`src/rtl/apb_master_bridge_if.sv`:
```
// apb_master_bridge_if: bundle of the command/response port and the shared APB bus
// between the bridge and its two slaves.
//   req_*    : command port (valid/ready), driven by the requester
//   rsp_*    : one-cycle response strobe with read data and timeout error
//   PSELx, PENABLE, PWRITE, PADDR, PWDATA : APB request side, driven by the bridge
//   PREADYx, PRDATAx                      : APB slave replies
// Modport master is the bridge view; modport slave is the surrounding environment.
interface apb_master_bridge_if;
    logic       req_valid;
    logic       req_ready;
    logic       req_write;
    logic [8:0] req_addr;
    logic [7:0] req_wdata;
    logic       rsp_valid;
    logic [7:0] rsp_rdata;
    logic       rsp_err;
    logic       PSEL1;
    logic       PSEL2;
    logic       PENABLE;
    logic       PWRITE;
    logic [7:0] PADDR;
    logic [7:0] PWDATA;
    logic       PREADY1;
    logic       PREADY2;
    logic [7:0] PRDATA1;
    logic [7:0] PRDATA2;

    modport master (
        input  req_valid, req_write, req_addr, req_wdata,
        input  PREADY1, PREADY2, PRDATA1, PRDATA2,
        output req_ready, rsp_valid, rsp_rdata, rsp_err,
        output PSEL1, PSEL2, PENABLE, PWRITE, PADDR, PWDATA
    );

    modport slave (
        output req_valid, req_write, req_addr, req_wdata,
        output PREADY1, PREADY2, PRDATA1, PRDATA2,
        input  req_ready, rsp_valid, rsp_rdata, rsp_err,
        input  PSEL1, PSEL2, PENABLE, PWRITE, PADDR, PWDATA
    );
endinterface

```
`src/rtl/apb_master_bridge.sv`:
```
// apb_master_bridge: single-outstanding APB master for two slaves on a shared bus.
// Accepts one read/write command in IDLE, runs SETUP then ACCESS toward the slave chosen
// by req_addr[8], and returns a one-cycle rsp_valid strobe with read data or a timeout
// error. All outputs are registered.
//   PCLK   : clock, rising edge
//   PRESET : synchronous active-high reset
//   bus    : apb_master_bridge_if.master (command port, response port, APB bus)
module apb_master_bridge #(
    parameter int unsigned TIMEOUT = 16
) (
    input logic                  PCLK,
    input logic                  PRESET,
    apb_master_bridge_if.master  bus
);

    // Abort fires on the ACCESS cycle that would make the wait count reach TIMEOUT.
    localparam logic [7:0] WaitLast = 8'(TIMEOUT - 1);

    typedef enum logic [1:0] {StIdle, StSetup, StAccess} state_e;

    state_e     state_q, state_d;
    logic       req_ready_q, req_ready_d;
    logic       rsp_valid_q, rsp_valid_d;
    logic [7:0] rsp_rdata_q, rsp_rdata_d;
    logic       rsp_err_q, rsp_err_d;
    logic       psel1_q, psel1_d;
    logic       psel2_q, psel2_d;
    logic       penable_q, penable_d;
    logic       pwrite_q, pwrite_d;
    logic [7:0] paddr_q, paddr_d;
    logic [7:0] pwdata_q, pwdata_d;
    logic [7:0] wait_cnt_q, wait_cnt_d;

    // Only the addressed slave is listened to; psel2_q is valid throughout SETUP/ACCESS.
    logic       pready_sel;
    logic [7:0] prdata_sel;
    assign pready_sel = psel2_q ? bus.PREADY2 : bus.PREADY1;
    assign prdata_sel = psel2_q ? bus.PRDATA2 : bus.PRDATA1;

    always_comb begin
        state_d     = state_q;
        req_ready_d = req_ready_q;
        rsp_valid_d = 1'b0;
        rsp_rdata_d = rsp_rdata_q;
        rsp_err_d   = rsp_err_q;
        psel1_d     = psel1_q;
        psel2_d     = psel2_q;
        penable_d   = penable_q;
        pwrite_d    = pwrite_q;
        paddr_d     = paddr_q;
        pwdata_d    = pwdata_q;
        wait_cnt_d  = wait_cnt_q;

        case (state_q)
            StIdle: begin
                if (bus.req_valid) begin
                    state_d     = StSetup;
                    req_ready_d = 1'b0;
                    psel1_d     = ~bus.req_addr[8];
                    psel2_d     = bus.req_addr[8];
                    pwrite_d    = bus.req_write;
                    paddr_d     = bus.req_addr[7:0];
                    pwdata_d    = bus.req_wdata;
                end
            end
            StSetup: begin
                state_d    = StAccess;
                penable_d  = 1'b1;
                wait_cnt_d = 8'd0;
            end
            StAccess: begin
                // Completion wins over timeout when both happen on the same cycle.
                if (pready_sel || (wait_cnt_q == WaitLast)) begin
                    state_d     = StIdle;
                    req_ready_d = 1'b1;
                    rsp_valid_d = 1'b1;
                    psel1_d     = 1'b0;
                    psel2_d     = 1'b0;
                    penable_d   = 1'b0;
                    rsp_err_d   = ~pready_sel;
                    rsp_rdata_d = (pready_sel && !pwrite_q) ? prdata_sel : 8'd0;
                end else begin
                    wait_cnt_d = wait_cnt_q + 8'd1;
                end
            end
            default: begin
                state_d     = StIdle;
                req_ready_d = 1'b1;
                psel1_d     = 1'b0;
                psel2_d     = 1'b0;
                penable_d   = 1'b0;
            end
        endcase
    end

    always_ff @(posedge PCLK) begin
        if (PRESET) begin
            state_q     <= StIdle;
            req_ready_q <= 1'b1;
            rsp_valid_q <= 1'b0;
            rsp_rdata_q <= 8'd0;
            rsp_err_q   <= 1'b0;
            psel1_q     <= 1'b0;
            psel2_q     <= 1'b0;
            penable_q   <= 1'b0;
            pwrite_q    <= 1'b0;
            paddr_q     <= 8'd0;
            pwdata_q    <= 8'd0;
            wait_cnt_q  <= 8'd0;
        end else begin
            state_q     <= state_d;
            req_ready_q <= req_ready_d;
            rsp_valid_q <= rsp_valid_d;
            rsp_rdata_q <= rsp_rdata_d;
            rsp_err_q   <= rsp_err_d;
            psel1_q     <= psel1_d;
            psel2_q     <= psel2_d;
            penable_q   <= penable_d;
            pwrite_q    <= pwrite_d;
            paddr_q     <= paddr_d;
            pwdata_q    <= pwdata_d;
            wait_cnt_q  <= wait_cnt_d;
        end
    end

    assign bus.req_ready = req_ready_q;
    assign bus.rsp_valid = rsp_valid_q;
    assign bus.rsp_rdata = rsp_rdata_q;
    assign bus.rsp_err   = rsp_err_q;
    assign bus.PSEL1     = psel1_q;
    assign bus.PSEL2     = psel2_q;
    assign bus.PENABLE   = penable_q;
    assign bus.PWRITE    = pwrite_q;
    assign bus.PADDR     = paddr_q;
    assign bus.PWDATA    = pwdata_q;

endmodule

```
`src/flat_wrapper.sv`:
```
// flat-port wrapper written by rule: the top's interface ports become plain ports
module apb_master_bridge_flat 
#(
    parameter int unsigned TIMEOUT = 16
)
  (PCLK, PRESET, bus_req_valid, bus_req_write, bus_req_addr, bus_req_wdata, bus_PREADY1, bus_PREADY2, bus_PRDATA1, bus_PRDATA2, bus_req_ready, bus_rsp_valid, bus_rsp_rdata, bus_rsp_err, bus_PSEL1, bus_PSEL2, bus_PENABLE, bus_PWRITE, bus_PADDR, bus_PWDATA);
  apb_master_bridge_if bus_i ();
  input logic PCLK;
  input logic PRESET;
  input wire logic [$bits(bus_i.req_valid)-1:0] bus_req_valid;
  input wire logic [$bits(bus_i.req_write)-1:0] bus_req_write;
  input wire logic [$bits(bus_i.req_addr)-1:0] bus_req_addr;
  input wire logic [$bits(bus_i.req_wdata)-1:0] bus_req_wdata;
  input wire logic [$bits(bus_i.PREADY1)-1:0] bus_PREADY1;
  input wire logic [$bits(bus_i.PREADY2)-1:0] bus_PREADY2;
  input wire logic [$bits(bus_i.PRDATA1)-1:0] bus_PRDATA1;
  input wire logic [$bits(bus_i.PRDATA2)-1:0] bus_PRDATA2;
  output wire logic [$bits(bus_i.req_ready)-1:0] bus_req_ready;
  output wire logic [$bits(bus_i.rsp_valid)-1:0] bus_rsp_valid;
  output wire logic [$bits(bus_i.rsp_rdata)-1:0] bus_rsp_rdata;
  output wire logic [$bits(bus_i.rsp_err)-1:0] bus_rsp_err;
  output wire logic [$bits(bus_i.PSEL1)-1:0] bus_PSEL1;
  output wire logic [$bits(bus_i.PSEL2)-1:0] bus_PSEL2;
  output wire logic [$bits(bus_i.PENABLE)-1:0] bus_PENABLE;
  output wire logic [$bits(bus_i.PWRITE)-1:0] bus_PWRITE;
  output wire logic [$bits(bus_i.PADDR)-1:0] bus_PADDR;
  output wire logic [$bits(bus_i.PWDATA)-1:0] bus_PWDATA;
  assign bus_i.req_valid = bus_req_valid;
  assign bus_i.req_write = bus_req_write;
  assign bus_i.req_addr = bus_req_addr;
  assign bus_i.req_wdata = bus_req_wdata;
  assign bus_i.PREADY1 = bus_PREADY1;
  assign bus_i.PREADY2 = bus_PREADY2;
  assign bus_i.PRDATA1 = bus_PRDATA1;
  assign bus_i.PRDATA2 = bus_PRDATA2;
  assign bus_req_ready = bus_i.req_ready;
  assign bus_rsp_valid = bus_i.rsp_valid;
  assign bus_rsp_rdata = bus_i.rsp_rdata;
  assign bus_rsp_err = bus_i.rsp_err;
  assign bus_PSEL1 = bus_i.PSEL1;
  assign bus_PSEL2 = bus_i.PSEL2;
  assign bus_PENABLE = bus_i.PENABLE;
  assign bus_PWRITE = bus_i.PWRITE;
  assign bus_PADDR = bus_i.PADDR;
  assign bus_PWDATA = bus_i.PWDATA;
  apb_master_bridge #(.TIMEOUT(TIMEOUT)) u_core (.PCLK(PCLK), .PRESET(PRESET), .bus(bus_i));
endmodule
```
`config.mk`:
```
export PLATFORM = sky130hd
export DESIGN_NAME = apb_master_bridge_flat
export DESIGN_NICKNAME = d
export VERILOG_FILES = /design/src/rtl/apb_master_bridge_if.sv /design/src/rtl/apb_master_bridge.sv /design/src/flat_wrapper.sv
export SDC_FILE = /design/constraint.sdc
export NUM_CORES = 1
export LEC_CHECK = 0
export ABC_AREA = 0
export CAP_MARGIN = 20
export CORE_ASPECT_RATIO = 1.2
export CORE_MARGIN = 3
export CORE_UTILIZATION = 40
export CTS_BUF_LIST = sky130_fd_sc_hd__clkbuf_8
export DETAILED_ROUTE_END_ITERATION = 7
export GPL_TIMING_DRIVEN = 0
export PLACE_DENSITY = 0.87
export SETUP_SLACK_MARGIN = 0.4
export SLEW_MARGIN = 10
export SYNTH_ARGS = -nofsm -noshare
export SYNTH_HDL_FRONTEND = slang
export SYNTH_SLANG_ARGS = --single-unit
```
`constraint.sdc`:
```
create_clock -name PCLK -period 4.65 [get_ports PCLK]
set_clock_uncertainty 0.1 [all_clocks]
set_input_delay 1.1625 -clock PCLK [delete_from_list [all_inputs] [get_ports PCLK]]
set_output_delay 1.1625 -clock PCLK [all_outputs]
set_load 0.02 [all_outputs]
```
==> reports/qor.txt <==
status: completed
Critical Path End Type: register
chip height: 78.5 um
synthesized cell area: 1750 um2
postcts setup bufs: 0
Port Buffers: 68
Clk pin slew, worst setup/hold paths: 80 ps
final hold violation count: 0
DRC violations left: 0
vias in the first global route: 1655
# setup viols final: 0
worst endpoint required time: 4730 ps
crit share post-route: 0.558
Die W: 66.5 um
Min-Delay Path Depth: 2
final hold slack: 355 ps
Mapped Cells: 195
CTS Hold Bufs: 0
RR Endpoint: u_core.wait_cnt_q[0]$_SDFFE_PP0P_
placed inst area: 2500 um2
Startpoint Class: primary input
CTS tree: built
Fmax achieved: 385 MHz
layout cell share with drive strength beyond 1: 0.0849
net count after synthesis: 235
via count: 1687
share of total power in combinational logic: 0.195
CP startpoint: bus_PREADY1
clock sink count: 41
first-pass GRT wire length: 7490 um
Post-DP HPWL: 3380 um
CTS H-Tree Depth: 2
antenna violations before repair: 0
Most used DFF post-synth: dfxtp_1
max cap viols: 0
worst skew pair latency: 290 ps
worst reg2reg path depth: 6
Root Driver: clkbuf_8
top cells by area, synth: dfxtp_1, nand2_1, a21oi_1
clock power share: 0.296
Layout Area Growth over Synthesis: 47.4%
First-pass DRT Iterations: 4
Switch Pwr: 0.000196 W
GRT Total Usage: 0.185
CTS Buf Count: 5
leakage: 0.931 nW
worst relative slew slack: 0.537
async set-reset flop share out of synthesis: 0
hold endpoint: u_core.bus.PADDR[0]$_SDFFE_PP0P_
grt ovf: 0
gp weighted congestion: 0.829
min-delay src: u_core.bus.PADDR[0]$_SDFFE_PP0P_
# diodes: 0
crit path kind: primary input to register
largest net degree at the start of global routing: 13
synthesized flop and latch total: 41
Period minus WS final: 2600 ps
Hold Crit Class: register to register
die area: 5220 um2
final net count: 310
Max Root-Sink Buffers: 2
number of synthesized flops with an enable pin: 0
antenna viol nets, final: 0
critical path fanouts, max: 9
RSZ-0062 raised after global routing: false
peak supply drop: 0.000199 V
syn avg cell area: 9.00 um2
WL/cell: 13.7 um
Synth area leader: dfxtp_1
final WL: 4450 um
# IOs: 70
Slew Limit Fails: 0
Finished Cell Area: 2580 um2
Core ar.: 4070 um2
R2R setup slack: 2730 ps
P per Cell Area: 286 nW/um2
register share of total power: 0.509
starting density of the core: 0.431
setup_tns: 0 ps
CP arrival: 2680 ps
reg2reg start: u_core.wait_cnt_q[0]$_SDFFE_PP0P_
Yosys warnings: 0
Via density: 5.19
Sw Ratio: 0.265
synth unique cells: 44
Pint: 0.000543 W
sequential area share after synthesis: 0.468
Tightest Pin Transition: 695 ps
Starting DRT DRC Count: 97
number of cell rows: 25
Yosys top cell area share: 0.468
cts repair resizes: 0
Post-Route Utilization: 0.636
final cells by class:
| cell class | count | area [um2] |
|---|---|---|
| clock inverter | 3 | 13.8 |
| tap | 54 | 67.6 |
| sequential | 41 | 821 |
| inverter | 3 | 11.3 |
| clock buffer | 5 | 68.8 |
| multi-input combinational | 139 | 857 |
| timing repair buffer | 68 | 681 |
| fill | 361 | 1480 |
| buffer | 12 | 65.1 |
worst max-delay path, cell delays in order:
cell and delay [ps]:
clkdlybuf4s50_1 420, mux2_4 330, a21o_4 220, o21a_1 190, a311o_1 350
synthesized netlist by cell type (2+ instances only):
library cell   n
or4_1          2
o32ai_1        2
dfxtp_1       41
o2bb2ai_1      8
buf_4          2
nor3_1         5
nor4b_1        2
nor2b_1        2
clkbuf_1       4
nand2_1       40
inv_1          2
nand2b_1       3
nor2_1         9
nand3_1        4
a31oi_1        2
a21oi_1       22
or2_2          2
mux2i_1       11
buf_2          4
a211oi_1       2
a22oi_1        2
o21ai_0        2
state kept, by name (all words and copies together), names as in the netlist:
register              cells
u_core.bus.PWRITE         1
u_core.wait_cnt_q         8
u_core.bus.PWDATA         8
u_core.state_q            2
u_core.bus.PENABLE        1
u_core.bus.rsp_rdata      8
u_core.bus.PSEL2          1
u_core.bus.rsp_err        1
u_core.bus.PSEL1          1
u_core.bus.rsp_valid      1
u_core.bus.req_ready      1
u_core.bus.PADDR          8
routing by layer:
layer / track usage / up-vias / share of wire
met2: 0.311 / 59 / 0.50
li1: - / 845 / -
met4: 0.0711 / 0 / 0.015
met5: 0 / - / 0
met3: 0.0730 / 7 / 0.090
met1: 0.207 / 776 / 0.39
worst max path at each step:
stage	to	cells after the start	slack, ps
2_1_floorplan	u_core.wait_cnt_q[6]$_SDFFE_PP0P_	4	2250
3_3_place_gp	u_core.bus.PWDATA[2]$_SDFFE_PP0P_	6	1760
3_5_place_dp	u_core.wait_cnt_q[0]$_SDFFE_PP0P_	5	1740
4_1_cts	u_core.bus.PADDR[2]$_SDFFE_PP0P_	6	2050
5_1_grt	u_core.bus.PWDATA[1]$_SDFFE_PP0P_	6	1850
6_report	u_core.wait_cnt_q[0]$_SDFFE_PP0P_	5	2050
cell usage in the layout (no fill, tap or decap), drive strengths merged, types with 3 or more instances in the layout:
master | Yosys | routed
clkdlybuf4s50 | 0 | 68
dfxtp | 41 | 41
nand2 | 40 | 40
a21oi | 23 | 23
mux2i | 11 | 11
nor2 | 9 | 9
clkbuf | 4 | 9
o2bb2ai | 8 | 8
buf | 8 | 8
nor3 | 6 | 6
nand3 | 4 | 4
nand2b | 3 | 3
inv | 2 | 3
clkinv | 1 | 3
kinds of logic after synthesis:
family / after synthesis / synth area share
compound gates: 48 / 0.192
mux: 13 / 0.0777
fa+ha+maj: 1 / 0.00713
simple gates: 75 / 0.202
xor+xnor: 2 / 0.00999
buf+inv: 15 / 0.0435
flops: 41 / 0.468
power by group through the flow:
stage | combinational (W) | clock (W) | sequential, W
floorplan | 0.0000545 | 0 | 0.000400
detailed placement | 0.000145 | 0 | 0.000384
CTS | 0.000146 | 0.000223 | 0.000376
global placement | 0.000143 | 0 | 0.000383
global route | 0.000158 | 0.000243 | 0.000377
finish | 0.000144 | 0.000219 | 0.000376
metrics by stage:
stage / total power (W) / worst slack, ps / cells
after global placement: 0.000526 / 1760 / 317
after CTS: 0.000744 / 2050 / 325
after detailed placement: 0.000528 / 1740 / 317
after global routing: 0.000778 / 1850 / 325
final: 0.000738 / 2050 / 325
after floorplan: 0.000455 / 2250 / 195
Power figures use the tool's default switching activity.
